[src/rtl/pkt_reader_pkg.sv]
// Shared types and widths for the stream packet reader.
// Imported by pkt_csum_acc and stream_pkt_reader.
package pkt_reader_pkg;

  typedef enum logic [1:0] {
    RECV    = 2'd0,
    DISCARD = 2'd1,
    REPORT  = 2'd2
  } state_e;

  localparam int STREAM_W  = 33;
  localparam int LAST_BIT  = 32;
  localparam int PAYLOAD_W = 32;
  localparam int CNT_W     = 16;

endpackage

[src/rtl/pkt_csum_acc.sv]
// 32-bit wrapping checksum accumulator with clear and add enable.
// Clear takes priority over add.
module pkt_csum_acc
  import pkt_reader_pkg::*;
(
  input  logic                 clk,
  input  logic                 rst,
  input  logic                 clr,
  input  logic                 add_en,
  input  logic [PAYLOAD_W-1:0] add_val,
  output logic [PAYLOAD_W-1:0] sum
);

  logic [PAYLOAD_W-1:0] sum_q, sum_d;

  // next accumulator value
  always_comb begin
    sum_d = sum_q;
    if (clr)         sum_d = '0;
    else if (add_en) sum_d = sum_q + add_val;
  end

  // accumulator register
  always_ff @(posedge clk or posedge rst) begin
    if (rst) sum_q <= '0;
    else     sum_q <= sum_d;
  end

  assign sum = sum_q;

endmodule

[src/rtl/stream_pkt_reader.sv]
// Drains the 33-bit FIFO stream, frames packets on the last bit and
// emits one descriptor per packet. Macro: PKT_READER_CSUM_EN.
module stream_pkt_reader
  import pkt_reader_pkg::*;
#(
  parameter int LEN_W   = 10,
  parameter int MAX_LEN = 1023
) (
  input  logic                 clk,
  input  logic                 rst,
  input  logic                 s_valid,
  input  logic [STREAM_W-1:0]  s_data,
  output logic                 s_ready,
  output logic                 d_valid,
  output logic [LEN_W-1:0]     d_len,
  output logic [PAYLOAD_W-1:0] d_csum,
  output logic                 d_err,
  input  logic                 d_ready,
  output logic [CNT_W-1:0]     pkt_cnt,
  output logic [CNT_W-1:0]     err_cnt
);

  state_e state_q, state_d;

  logic [LEN_W-1:0] len_q, len_d;
  logic             err_q, err_d;
  logic [CNT_W-1:0] pkt_cnt_q, pkt_cnt_d;
  logic [CNT_W-1:0] err_cnt_q, err_cnt_d;

  logic             beat;
  logic             handoff;
  logic             last;
  logic [LEN_W-1:0] len_inc;
  logic             at_max;

  assign beat    = s_valid & s_ready;
  assign handoff = d_valid & d_ready;
  assign last    = s_data[LAST_BIT];
  assign len_inc = len_q + LEN_W'(1);
  assign at_max  = (len_inc == LEN_W'(MAX_LEN));

  // state register
  always_ff @(posedge clk or posedge rst) begin
    if (rst) state_q <= RECV;
    else     state_q <= state_d;
  end

  // next-state logic
  always_comb begin
    state_d = state_q;
    unique case (state_q)
      RECV: begin
        if (beat && last)        state_d = REPORT;
        else if (beat && at_max) state_d = DISCARD;
      end
      DISCARD: begin
        if (beat && last) state_d = REPORT;
      end
      REPORT: begin
        if (handoff) state_d = RECV;
      end
      default: state_d = RECV;
    endcase
  end

  // handshake outputs decoded from state only
  always_comb begin
    s_ready = 1'b0;
    d_valid = 1'b0;
    unique case (state_q)
      RECV:    s_ready = 1'b1;
      DISCARD: s_ready = 1'b1;
      REPORT:  d_valid = 1'b1;
      default: s_ready = 1'b0;
    endcase
  end

  // length, error flag and statistics next values
  always_comb begin
    len_d     = len_q;
    err_d     = err_q;
    pkt_cnt_d = pkt_cnt_q;
    err_cnt_d = err_cnt_q;
    if (state_q == RECV && beat) begin
      len_d = len_inc;
      if (!last && at_max) err_d = 1'b1;
    end
    if (handoff) begin
      len_d     = '0;
      err_d     = 1'b0;
      pkt_cnt_d = pkt_cnt_q + CNT_W'(1);
      if (err_q && err_cnt_q != '1)
        err_cnt_d = err_cnt_q + CNT_W'(1);
    end
  end

  // length, error flag and statistics registers
  always_ff @(posedge clk or posedge rst) begin
    if (rst) begin
      len_q     <= '0;
      err_q     <= 1'b0;
      pkt_cnt_q <= '0;
      err_cnt_q <= '0;
    end else begin
      len_q     <= len_d;
      err_q     <= err_d;
      pkt_cnt_q <= pkt_cnt_d;
      err_cnt_q <= err_cnt_d;
    end
  end

`ifdef PKT_READER_CSUM_EN
  logic                 csum_add;
  logic [PAYLOAD_W-1:0] csum_val;

  // payload is masked off outside accepted beats
  assign csum_add = (state_q == RECV) & beat;
  assign csum_val = csum_add ? s_data[PAYLOAD_W-1:0] : '0;

  pkt_csum_acc u_csum (
    .clk     (clk),
    .rst     (rst),
    .clr     (handoff),
    .add_en  (csum_add),
    .add_val (csum_val),
    .sum     (d_csum)
  );
`else
  logic unused_payload;

  assign unused_payload = ^s_data[PAYLOAD_W-1:0];
  assign d_csum         = '0;
`endif

  assign d_len   = len_q;
  assign d_err   = err_q;
  assign pkt_cnt = pkt_cnt_q;
  assign err_cnt = err_cnt_q;

endmodule

[config.mk]
export PLATFORM = sky130hd
export DESIGN_NAME = stream_pkt_reader
export DESIGN_NICKNAME = d
export VERILOG_FILES = /design/src/rtl/pkt_reader_pkg.sv /design/src/rtl/pkt_csum_acc.sv /design/src/rtl/stream_pkt_reader.sv
export SDC_FILE = /design/constraint.sdc
export NUM_CORES = 1
export LEC_CHECK = 0
export BUFFER_PORTS_ARGS = -buffer_cell sky130_fd_sc_hd__buf_2
export CAP_MARGIN = 10
export CELL_PAD_IN_SITES_DETAIL_PLACEMENT = 1
export CELL_PAD_IN_SITES_GLOBAL_PLACEMENT = 2
export CORE_MARGIN = 3
export CORE_UTILIZATION = 25
export DETAILED_ROUTE_END_ITERATION = 10
export GPL_TIMING_DRIVEN = 0
export PLACE_DENSITY_LB_ADDON = 0.1
export SLEW_MARGIN = 25
export SYNTH_ARGS = -nofsm -noshare
export SYNTH_HDL_FRONTEND = slang
export SYNTH_SLANG_ARGS = --single-unit
[constraint.sdc]
create_clock -name clk -period 2.85 [get_ports clk]
set_clock_uncertainty 0.15 [all_clocks]
set_input_delay 0.57 -clock clk [delete_from_list [all_inputs] [get_ports clk]]
set_output_delay 0.57 -clock clk [all_outputs]
set_load 0.02 [all_outputs]
==> results of run 1 <==
-- per-layer routing --
layer	up-vias	GRT usage	routed length, um
li1	939	-	-
met1	918	0.1528	2775
met2	42	0.1799	2736
met3	5	0.02607	252
met4	0	0.03704	65
met5	-	0	0
-- registers in the layout (all words and copies together), names as in the netlist --
signal	flops
err_cnt	16
pkt_cnt	16
d_len	10
state_q	2
d_err	1
-- cells by family after synthesis --
| group | Yosys count | share of synthesized area |
|---|---|---|
| simple gates | 87 | 0.1968 |
| compound gates | 25 | 0.06214 |
| flops | 45 | 0.4661 |
| mux | 2 | 0.009321 |
| buf+inv | 40 | 0.1129 |
| other cells | 1 | 0.001552 |
| fa+ha+maj | 4 | 0.02072 |
| xor+xnor | 36 | 0.1305 |
-- worst max-delay path, delay by kind of cell, from the launching register on --
| family | cells | cell delay (ns) |
|---|---|---|
| flops | 1 | 0.48 |
| fa+ha+maj | 1 | 0.32 |
| simple gates | 3 | 0.52 |
| compound gates | 2 | 0.70 |
-- per-stage QoR --
step / cells / setup WS [ns] / hold slack (ns) / total power [mW]
2_1_floorplan: 271 / 0.9170 / 0.3451 / 1.186
3_3_place_gp: 449 / 0.2446 / 0.3064 / 1.356
3_5_place_dp: 449 / 0.5630 / 0.3079 / 1.362
4_1_cts: 457 / 0.5220 / 0.2029 / 1.878
5_1_grt: 457 / 0.3045 / 0.2285 / 1.976
6_report: 457 / 0.5966 / 0.1880 / 1.839
-- Yosys cell counts, types with 2 or more instances --
| library cell | count | area, um2 |
|---|---|---|
| sky130_fd_sc_hd__nand3_1 | 17 | 85.08 |
| sky130_fd_sc_hd__nand2_1 | 21 | 78.83 |
| sky130_fd_sc_hd__buf_2 | 2 | 10.01 |
| sky130_fd_sc_hd__clkbuf_1 | 2 | 7.510 |
| sky130_fd_sc_hd__and4_1 | 3 | 26.28 |
| sky130_fd_sc_hd__nor3_2 | 2 | 20.02 |
| sky130_fd_sc_hd__dfrtp_1 | 45 | 1126 |
| sky130_fd_sc_hd__and3_1 | 8 | 50.05 |
| sky130_fd_sc_hd__and4_2 | 2 | 20.02 |
| sky130_fd_sc_hd__buf_4 | 32 | 240.2 |
| sky130_fd_sc_hd__nor2_1 | 14 | 52.55 |
| sky130_fd_sc_hd__a21oi_1 | 3 | 15.01 |
| sky130_fd_sc_hd__o22ai_1 | 2 | 12.51 |
| sky130_fd_sc_hd__nand4_1 | 9 | 56.30 |
| sky130_fd_sc_hd__ha_1 | 4 | 50.05 |
| sky130_fd_sc_hd__xor2_1 | 12 | 105.1 |
| sky130_fd_sc_hd__inv_1 | 4 | 15.01 |
| sky130_fd_sc_hd__a31oi_1 | 3 | 18.77 |
| sky130_fd_sc_hd__o21ai_0 | 10 | 50.05 |
| sky130_fd_sc_hd__xnor2_1 | 24 | 210.2 |
| sky130_fd_sc_hd__o31ai_1 | 2 | 15.01 |
| sky130_fd_sc_hd__mux2_2 | 2 | 22.52 |
-- worst paths after layout --
path	cells after the start	slack [ns]	endpoint
setup reg to reg	6	0.60	state_q[0]$_DFFE_PP0P_
max in group asynchronous	2	1.98	d_len[7]$_DFFE_PP0P_
setup / recovery	6	0.60	state_q[0]$_DFFE_PP0P_
hold reg to reg	1	0.32	pkt_cnt[15]$_DFFE_PP0P_
min in group clk	1	0.32	pkt_cnt[15]$_DFFE_PP0P_
hold / removal	2	0.19	pkt_cnt[15]$_DFFE_PP0P_
-- cell type report --
cell class | instances | area, um2
clock inverters | 2 | 38.79
inverters | 4 | 17.52
repair buffers | 49 | 245.2
flip-flops and latches | 45 | 1126
fillers | 1108 | 6275
multi-input cells | 186 | 1134
clock buffers | 6 | 72.57
plain buffers | 36 | 257.7
well taps | 129 | 161.4
-- power breakdown --
| part | leakage (nW) | switching, mW | total, mW | internal, mW |
|---|---|---|---|---|
| logic | 0.910 | 0.318 | 0.505 | 0.187 |
| clock network | 0.0554 | 0.230 | 0.494 | 0.264 |
| registers | 0.612 | 0.123 | 0.840 | 0.717 |
==> metrics.log, run 1 <==
[metrics] run status: finished clean
[metrics] Critical Path Source Type: flip-flop
[metrics] Main synth FF type: sky130_fd_sc_hd__dfrtp_1
[metrics] Final period util: 0.7907
[metrics] Overall Global Routing Usage: 0.1136
[metrics] worst rel slew slack: 0.5703
[metrics] Layout Utilization: 0.3273
[metrics] Worst Setup SP: d_len[0]$_DFFE_PP0P_
[metrics] actual slew at the worst max-slew pin: 0.6365 ns
[metrics] count of final max-slew check failures: 0
[metrics] DRC violations left: 0
[metrics] wire length of the first global-routing pass: 10070 um
[metrics] Pre-antenna DRT Iters: 4
[metrics] part of the Yosys area used for sequential elements: 0.4661
[metrics] Critical Path End Type: flip-flop
[metrics] vias per cell: 4.166
[metrics] post-cts resize count: 0
[metrics] Floorplan Core Area: 9328 um2
[metrics] ordered cell list for the critical path: ha_1 > and4_2 > nand2_1 > o311ai_0 > nand3_1 > o21ai_1
[metrics] CTS tree: yes
[metrics] Warnings, synthesis: 0
[metrics] final weighted congestion in routability-driven placement: 0.7201
[metrics] most common cell after layout, fill and taps aside: sky130_fd_sc_hd__buf_2
[metrics] number of antenna violations at the first check in global routing: 0
[metrics] area of all placed cells without fillers: 3053 um2
[metrics] maximum root-to-sink buffer count: 2
[metrics] Die H: 104.3 um
[metrics] total global routing overflow: 0
[metrics] post-detailed-route count of antenna-violating nets: 0
[metrics] min cycle time layout: 2.253 ns
[metrics] category of the critical setup timing path: flip-flop to flip-flop
[metrics] Clock Root Buffer: sky130_fd_sc_hd__clkbuf_8
[metrics] post-synthesis average cell area: 10.07 um2
[metrics] antenna diode instance count: 0
[metrics] count of routing violations after the opening detailed-route iteration: 53
[metrics] number of vias in the routed layout: 1904
[metrics] clock-pin slew on the worst setup and hold paths: 0.09 ns
[metrics] I/O pin cnt: 114
[metrics] largest net degree at the start of global routing: 46
[metrics] overall routed net length: 5829 um
[metrics] instance count of the mapped netlist: 240
[metrics] via count of the first global-routing pass: 1990
[metrics] largest stage delay on the critical path: 0.56 ns
[metrics] DIE WIDTH: 104.3 um
[metrics] Critical Path Fanout Max: 7
[metrics] initial core utilization: 0.2590
[metrics] placed wire-length estimate after detailed placement: 4357 um
[metrics] post-CTS setup buffer count: 0
[metrics] Post-synth EDFFs: 0
[metrics] later-pin clock latency in the skew report: 0.30 ns
[metrics] Arrival @ worst endpoint: 2.33 ns
[metrics] post-place instance area: 2942 um2
[metrics] post-synthesis async set-or-reset flop share: 1.000
[metrics] crit path max-delay cell type: sky130_fd_sc_hd__o311ai_0
[metrics] power density over the cells: 602.5 nW/um2
[metrics] deepest level of the CTS H-tree: 2
[metrics] Seq cells post-synth: 45
[metrics] commonest cells after routing, fill and taps aside: 51 x sky130_fd_sc_hd__buf_2, 45 x sky130_fd_sc_hd__dfrtp_1, 32 x sky130_fd_sc_hd__buf_4, 32 x sky130_fd_sc_hd__conb_1, 24 x sky130_fd_sc_hd__xnor2_1
[metrics] Die Area: 10880 um2
[metrics] number of failing hold endpoints at the final stage: 0
[metrics] number of nets in the finished design: 368
[metrics] Layout Area Growth over Synthesis: 26.36%
[metrics] post-synth design cell area: 2416 um2
[metrics] count of clock tree sinks: 45
[metrics] quantity of I/O buffers inserted on ports: 49
[metrics] Max IR drop VDD: 0.2479 mV
[metrics] Critical Path RT: 2.93 ns
[metrics] count of endpoints failing setup in the final report: 0
[metrics] Hold-fix buffers, CTS: 0
[metrics] per-cell routed wire length: 12.75 um
[metrics] worst hold path type: primary input to async pin
[metrics] Lkg Pwr: 1.577 nW
[metrics] setup repair after global routing missed its margin: no
[metrics] ratio of cells with drive above 1 in the final layout: 0.3049
[metrics] count of unique library cells instantiated by Yosys: 39
[metrics] number of CTS-inserted buffers: 5
[metrics] maximum capacitance violations: 0
[metrics] FF-to-FF Start: d_len[0]$_DFFE_PP0P_
[metrics] Setup TNS Final: 0 ns
[metrics] floorplan row count: 35
[metrics] maximum clock rate: 443.8 MHz
Power figures use the tool's default switching activity.
==> inputs of run 2 (changes only) <==
- clock period: 2.85 -> 2.16 ns (I/O delays scaled with it)
==> run 2 against run 1 <==
Global-route usage is the same. Sequential share of layout area shrank 0.20 points. Combinational power grew 32%. Hold slack lost 0.14 ns. Critical path type unchanged. Largest power group unchanged.
==> metrics.log, run 2 (synthesis gave the netlist of run 1 again) <==
[metrics] run status: finished clean
[metrics] Final period util: 0.9027
[metrics] Fill cells: 1106
[metrics] ratio of cells with drive above 1 in the final layout: 0.3180
[metrics] Critical Path RT: 2.20 ns
[metrics] Overall Global Routing Usage: 0.1136
[metrics] Arrival @ worst endpoint: 1.99 ns
[metrics] commonest cells after routing, fill and taps aside: 51 x sky130_fd_sc_hd__buf_2, 45 x sky130_fd_sc_hd__dfrtp_1, 32 x sky130_fd_sc_hd__buf_4, 32 x sky130_fd_sc_hd__conb_1, 24 x sky130_fd_sc_hd__xnor2_1
[metrics] Lkg Pwr: 1.579 nW
[metrics] count of clock tree sinks: 45
[metrics] Critical Path Source Type: flip-flop
[metrics] initial core utilization: 0.2590
[metrics] Layout Area Growth over Synthesis: 27.03%
[metrics] actual slew at the worst max-slew pin: 0.5791 ns
[metrics] I/O pin cnt: 114
[metrics] number of antenna violations at the first check in global routing: 0
[metrics] Worst Setup SP: err_cnt[10]$_DFFE_PP0P_
[metrics] maximum clock rate: 512.9 MHz
[metrics] most common cell after layout, fill and taps aside: sky130_fd_sc_hd__buf_2
[metrics] maximum root-to-sink buffer count: 2
[metrics] setup repair after global routing missed its margin: no
[metrics] Layout Utilization: 0.3290
[metrics] wire length of the first global-routing pass: 10070 um
[metrics] Critical Path Fanout Max: 6
[metrics] count of endpoints failing setup in the final report: 0
[metrics] Die Area: 10880 um2
[metrics] CTS tree: yes
[metrics] number of vias in the routed layout: 1909
[metrics] post-detailed-route count of antenna-violating nets: 0
[metrics] DRC violations left: 0
[metrics] placed wire-length estimate after detailed placement: 4357 um
[metrics] Pre-antenna DRT Iters: 4
[metrics] largest stage delay on the critical path: 0.45 ns
[metrics] category of the critical setup timing path: flip-flop to flip-flop
[metrics] ordered cell list for the critical path: and4_1 > and3_1 > clkbuf_1 > a21oi_1 > nand4_1 > xnor2_1
[metrics] later-pin clock latency in the skew report: 0.30 ns
[metrics] worst hold path type: primary input to async pin
[metrics] number of CTS-inserted buffers: 5
[metrics] DIE WIDTH: 104.3 um
[metrics] quantity of I/O buffers inserted on ports: 49
[metrics] via count of the first global-routing pass: 1990
[metrics] Die H: 104.3 um
[metrics] count of final max-slew check failures: 0
[metrics] per-cell routed wire length: 12.80 um
[metrics] antenna diode instance count: 0
[metrics] cells on worst reg2reg path: 6
[metrics] Clock Root Buffer: sky130_fd_sc_hd__clkbuf_8
[metrics] maximum capacitance violations: 0
[metrics] power density over the cells: 790.4 nW/um2
[metrics] overall routed net length: 5836 um
[metrics] worst reg2reg path endpoint: err_cnt[8]$_DFFE_PP0P_
[metrics] Setup TNS Final: 0 ns
[metrics] clock-pin slew on the worst setup and hold paths: 0.09 ns
[metrics] crit path max-delay cell type: sky130_fd_sc_hd__dfrtp_1
[metrics] FF-to-FF Start: err_cnt[10]$_DFFE_PP0P_
[metrics] worst rel slew slack: 0.6140
[metrics] Hold-fix buffers, CTS: 0
[metrics] floorplan row count: 35
[metrics] min cycle time layout: 1.950 ns
[metrics] number of failing hold endpoints at the final stage: 0
[metrics] Critical Path End Type: flip-flop
[metrics] count of routing violations after the opening detailed-route iteration: 49
[metrics] number of nets in the finished design: 367
[metrics] sum of internal, switching and leakage power: 2.426 mW
[metrics] Floorplan Core Area: 9328 um2
[metrics] cell family with the largest share of critical-path delay: simple AND/OR/NAND/NOR gates
[metrics] CP bufs+invs: 1
[metrics] vias per cell: 4.186
[metrics] largest net degree at the start of global routing: 46
[metrics] Max IR drop VDD: 0.3317 mV
[metrics] deepest level of the CTS H-tree: 2
[metrics] worst setup slack for register-to-register paths: 0.21 ns
[metrics] final weighted congestion in routability-driven placement: 0.7201
[metrics] total global routing overflow: 0
==> run 2: per-layer routing <==
metal	wire, um	vias to the layer above	track usage
met3	252	5	0.02607
met2	2737	42	0.1799
met5	0	-	0
li1	-	937	-
met1	2781	925	0.1528
met4	65	0	0.03704
==> run 2: power by group <==
part           internal (mW)  leakage [nW]  switching, mW
sequential             0.946         0.612          0.162
combinational          0.248         0.912          0.419
clock                  0.348        0.0554          0.304
total                   1.54          1.58          0.885
==> run 2: what timing repair did <==
| item | 4_1_cts | 5_1_grt |
|---|---|---|
| buffers inserted | 0 | 0 |
| resized for setup | 1 | 4 |
| setup endpoints to repair | 2 | 10 |
==> run 2: worst reg2reg max path, cell delays in order (launching register included) <==
cell,delay [ns]
sky130_fd_sc_hd__dfrtp_1,0.45
sky130_fd_sc_hd__and4_1,0.24
sky130_fd_sc_hd__and3_1,0.18
sky130_fd_sc_hd__clkbuf_1,0.16
sky130_fd_sc_hd__a21oi_1,0.36
sky130_fd_sc_hd__nand4_1,0.16
sky130_fd_sc_hd__xnor2_1,0.14
==> run 2: per-stage QoR <==
stage | hold slack [ns] | instance area, um2 | setup slack [ns] | instances
finish | 0.05007 | 3069 | 0.2101 | 456
global route | 0.09053 | 3069 | 0.04088 | 456
CTS | 0.06487 | 3053 | 0.01590 | 457
detailed placement | 0.3079 | 2942 | -0.1270 | 449
global placement | 0.3064 | 2939 | -0.3074 | 449
floorplan | 0.3451 | 2532 | 0.2270 | 271
==> run 2: worst max-delay path by stage <==
| stage | to | depth (start not counted) |
|---|---|---|
| finish | err_cnt[8]$_DFFE_PP0P_ | 6 |
| global route | err_cnt[4]$_DFFE_PP0P_ | 6 |
| CTS | state_q[0]$_DFFE_PP0P_ | 6 |
| detailed placement | state_q[0]$_DFFE_PP0P_ | 6 |
| global placement | d_len[2]$_DFFE_PP0P_ | 2 |
| floorplan | state_q[0]$_DFFE_PP0P_ | 6 |
==> run 2: layout make-up <==
cell class / count / area (um2) / area share
Tap cell: 129 / 161.4 / 0.05259
Multi-Input combinational cell: 186 / 1154 / 0.3759
Buffer: 35 / 254.0 / 0.08276
Timing Repair Buffer: 49 / 245.2 / 0.07990
Sequential cell: 45 / 1126 / 0.3669
Clock inverter: 2 / 38.79 / 0.01264
Clock buffer: 6 / 72.57 / 0.02364
Inverter: 4 / 17.52 / 0.005707
==> inputs of run 3 (changes only) <==
- CTS_BUF_LIST: not set -> sky130_fd_sc_hd__clkbuf_8
- PLACE_DENSITY: not set -> 0.74
- PLACE_DENSITY_LB_ADDON: 0.1 -> not set
==> run 3 against run 2 <==
Clock power rose by 18%. Count of clock-buffer cells in the layout fell by 1. Critical endpoint is now err_cnt[1]$_DFFE_PP0P_. Highest routed layer is now met5. Setup slack got worse by 0.020 ns. Largest cell class unchanged.
==> metrics.log, run 3 (synthesis gave the netlist of run 1 again) <==
[metrics] clock-pin slew on the worst setup and hold paths: 0.09 ns
[metrics] Post-Place Worst Slack: -0.04841 ns
[metrics] largest stage delay on the critical path: 0.45 ns
[metrics] crit path max-delay cell type: sky130_fd_sc_hd__dfrtp_1
[metrics] CP bufs+invs: 1
[metrics] placed wire-length estimate after detailed placement: 4533 um
[metrics] floorplan row count: 35
[metrics] Clock Root Buffer: sky130_fd_sc_hd__clkbuf_8
[metrics] Max IR drop VDD: 0.4399 mV
[metrics] Layout Utilization: 0.3349
[metrics] Hold Startpoint: s_valid
[metrics] run status: finished clean
[metrics] category of the critical setup timing path: flip-flop to flip-flop
[metrics] worst hold path type: primary input to flip-flop
[metrics] vias per cell: 4.214
[metrics] Setup TNS Final: 0 ns
[metrics] Die Area: 10880 um2
[metrics] Overall Global Routing Usage: 0.1143
[metrics] Final period util: 0.9120
[metrics] worst setup slack for register-to-register paths: 0.19 ns
[metrics] count of clock tree sinks: 45
[metrics] Critical Path Fanout Max: 6
[metrics] maximum root-to-sink buffer count: 2
[metrics] commonest cells after routing, fill and taps aside: 51 x sky130_fd_sc_hd__buf_2, 45 x sky130_fd_sc_hd__dfrtp_1, 32 x sky130_fd_sc_hd__buf_4, 32 x sky130_fd_sc_hd__conb_1, 24 x sky130_fd_sc_hd__xnor2_1
[metrics] min cycle time layout: 1.970 ns
[metrics] Die H: 104.3 um
[metrics] total global routing overflow: 0
[metrics] antenna diode instance count: 0
[metrics] post-detailed-route count of antenna-violating nets: 0
[metrics] ratio of cells with drive above 1 in the final layout: 0.3222
[metrics] cells on worst reg2reg path: 5
[metrics] via count of the first global-routing pass: 2149
[metrics] most common cell after layout, fill and taps aside: sky130_fd_sc_hd__buf_2
[metrics] Pre-antenna DRT Iters: 4
[metrics] maximum capacitance violations: 0
[metrics] Floorplan Core Area: 9328 um2
[metrics] Lkg Pwr: 1.607 nW
[metrics] DRC violations left: 0
[metrics] CTS tree: yes
[metrics] cell family with the largest share of critical-path delay: flip-flops
[metrics] Critical Path End Type: flip-flop
[metrics] count of routing violations after the opening detailed-route iteration: 45
[metrics] maximum clock rate: 507.6 MHz
[metrics] FF-to-FF Start: err_cnt[10]$_DFFE_PP0P_
[metrics] ordered cell list for the critical path: and4_1 > and3_1 > clkbuf_1 > a31o_2 > mux2_2
[metrics] number of vias in the routed layout: 1930
[metrics] number of nets in the finished design: 369
[metrics] power density over the cells: 817.0 nW/um2
[metrics] final weighted congestion in routability-driven placement: 0.7555
[metrics] end point of the worst hold path: state_q[0]$_DFFE_PP0P_
[metrics] initial core utilization: 0.2590
[metrics] DIE WIDTH: 104.3 um
[metrics] wire length of the first global-routing pass: 10280 um
[metrics] Layout Area Growth over Synthesis: 29.31%
[metrics] deepest level of the CTS H-tree: 2
[metrics] number of failing hold endpoints at the final stage: 0
[metrics] worst setup margin: 0.1901 ns
[metrics] Critical Path Source Type: flip-flop
[metrics] later-pin clock latency in the skew report: 0.30 ns
[metrics] worst reg2reg path endpoint: err_cnt[1]$_DFFE_PP0P_
[metrics] hold path depth: 3
[metrics] count of final max-slew check failures: 0
[metrics] Arrival @ worst endpoint: 2.01 ns
[metrics] largest net degree at the start of global routing: 30
[metrics] number of CTS-inserted buffers: 5
[metrics] Fill cells: 1119
[metrics] Critical Path RT: 2.20 ns
[metrics] quantity of I/O buffers inserted on ports: 49
[metrics] per-cell routed wire length: 13.09 um
[metrics] number of antenna violations at the first check in global routing: 1
[metrics] count of endpoints failing setup in the final report: 0
[metrics] Post-Layout Cell Count: 458
[metrics] I/O pin cnt: 114
[metrics] cell count after placement: 450
[metrics] overall routed net length: 5993 um
[run 3: changes by cell type in the layout (fill, tap and decap cells not counted), sizes merged]
cell         change
clkbuf           -1
inv              +1
clkinv           -1
dlygate4sd3      +1
buf              +1
bufinv           +1
[run 3: worst max path at each step]
stage / start / to / slack [ns] / cells past startpoint
after floorplan: d_len[0]$_DFFE_PP0P_ / state_q[0]$_DFFE_PP0P_ / 0.23 / 6
after global placement: rst / d_len[0]$_DFFE_PP0P_ / -0.19 / 2
after detailed placement: d_len[0]$_DFFE_PP0P_ / state_q[0]$_DFFE_PP0P_ / -0.05 / 6
after CTS: err_cnt[10]$_DFFE_PP0P_ / err_cnt[12]$_DFFE_PP0P_ / 0.06 / 6
after global routing: state_q[0]$_DFFE_PP0P_ / err_cnt[15]$_DFFE_PP0P_ / -0.01 / 6
final: err_cnt[10]$_DFFE_PP0P_ / err_cnt[1]$_DFFE_PP0P_ / 0.19 / 5
[run 3: power by group]
group | internal (mW) | switching (mW)
sequential | 0.946 | 0.163
combinational | 0.251 | 0.423
clock | 0.466 | 0.304
[run 3: layout make-up]
class                           count  area (um2)  area share
Multi-Input combinational cell    186        1155      0.3696
Sequential cell                    45        1126      0.3604
Timing Repair Buffer               51       275.3     0.08811
Buffer                             35       254.0     0.08130
Tap cell                          129       161.4     0.05166
Clock buffer                        5       68.82     0.02203
Clock inverter                      3       68.82     0.02203
Inverter                            4       15.01    0.004806
[run 3: what timing repair did]
action | in CTS | in global routing
hold endpoints to repair | 16 | 0
buffers inserted | 0 | 0
hold buffers | 1 | 0
pin swaps | 0 | 0
resized for setup | 1 | 4
endpoints found under the setup margin | 2 | 13
[run 3: worst reg2reg max path: stages (launching register included)]
cell	delay [ns]
sky130_fd_sc_hd__dfrtp_1	0.45
sky130_fd_sc_hd__and4_1	0.27
sky130_fd_sc_hd__and3_1	0.17
sky130_fd_sc_hd__clkbuf_1	0.25
sky130_fd_sc_hd__a31o_2	0.24
sky130_fd_sc_hd__mux2_2	0.34
[run 3: metal layers]
layer | wire, um | GRT usage | up-vias
met1 | 2725 | 0.1416 | 932
met2 | 2902 | 0.1919 | 55
met4 | 17 | 0.02564 | 2
li1 | - | - | 937
met5 | 13 | 0 | -
met3 | 333 | 0.03911 | 4
[run 3: per-stage QoR]
stage	hold slack, ns	instance area, um2	total power, mW
3_5_place_dp	0.2942	2959	1.810
2_1_floorplan	0.3451	2532	1.564
5_1_grt	0.2801	3124	2.730
6_report	0.2734	3124	2.553
3_3_place_gp	0.3074	2939	1.778
4_1_cts	0.2580	3107	2.600
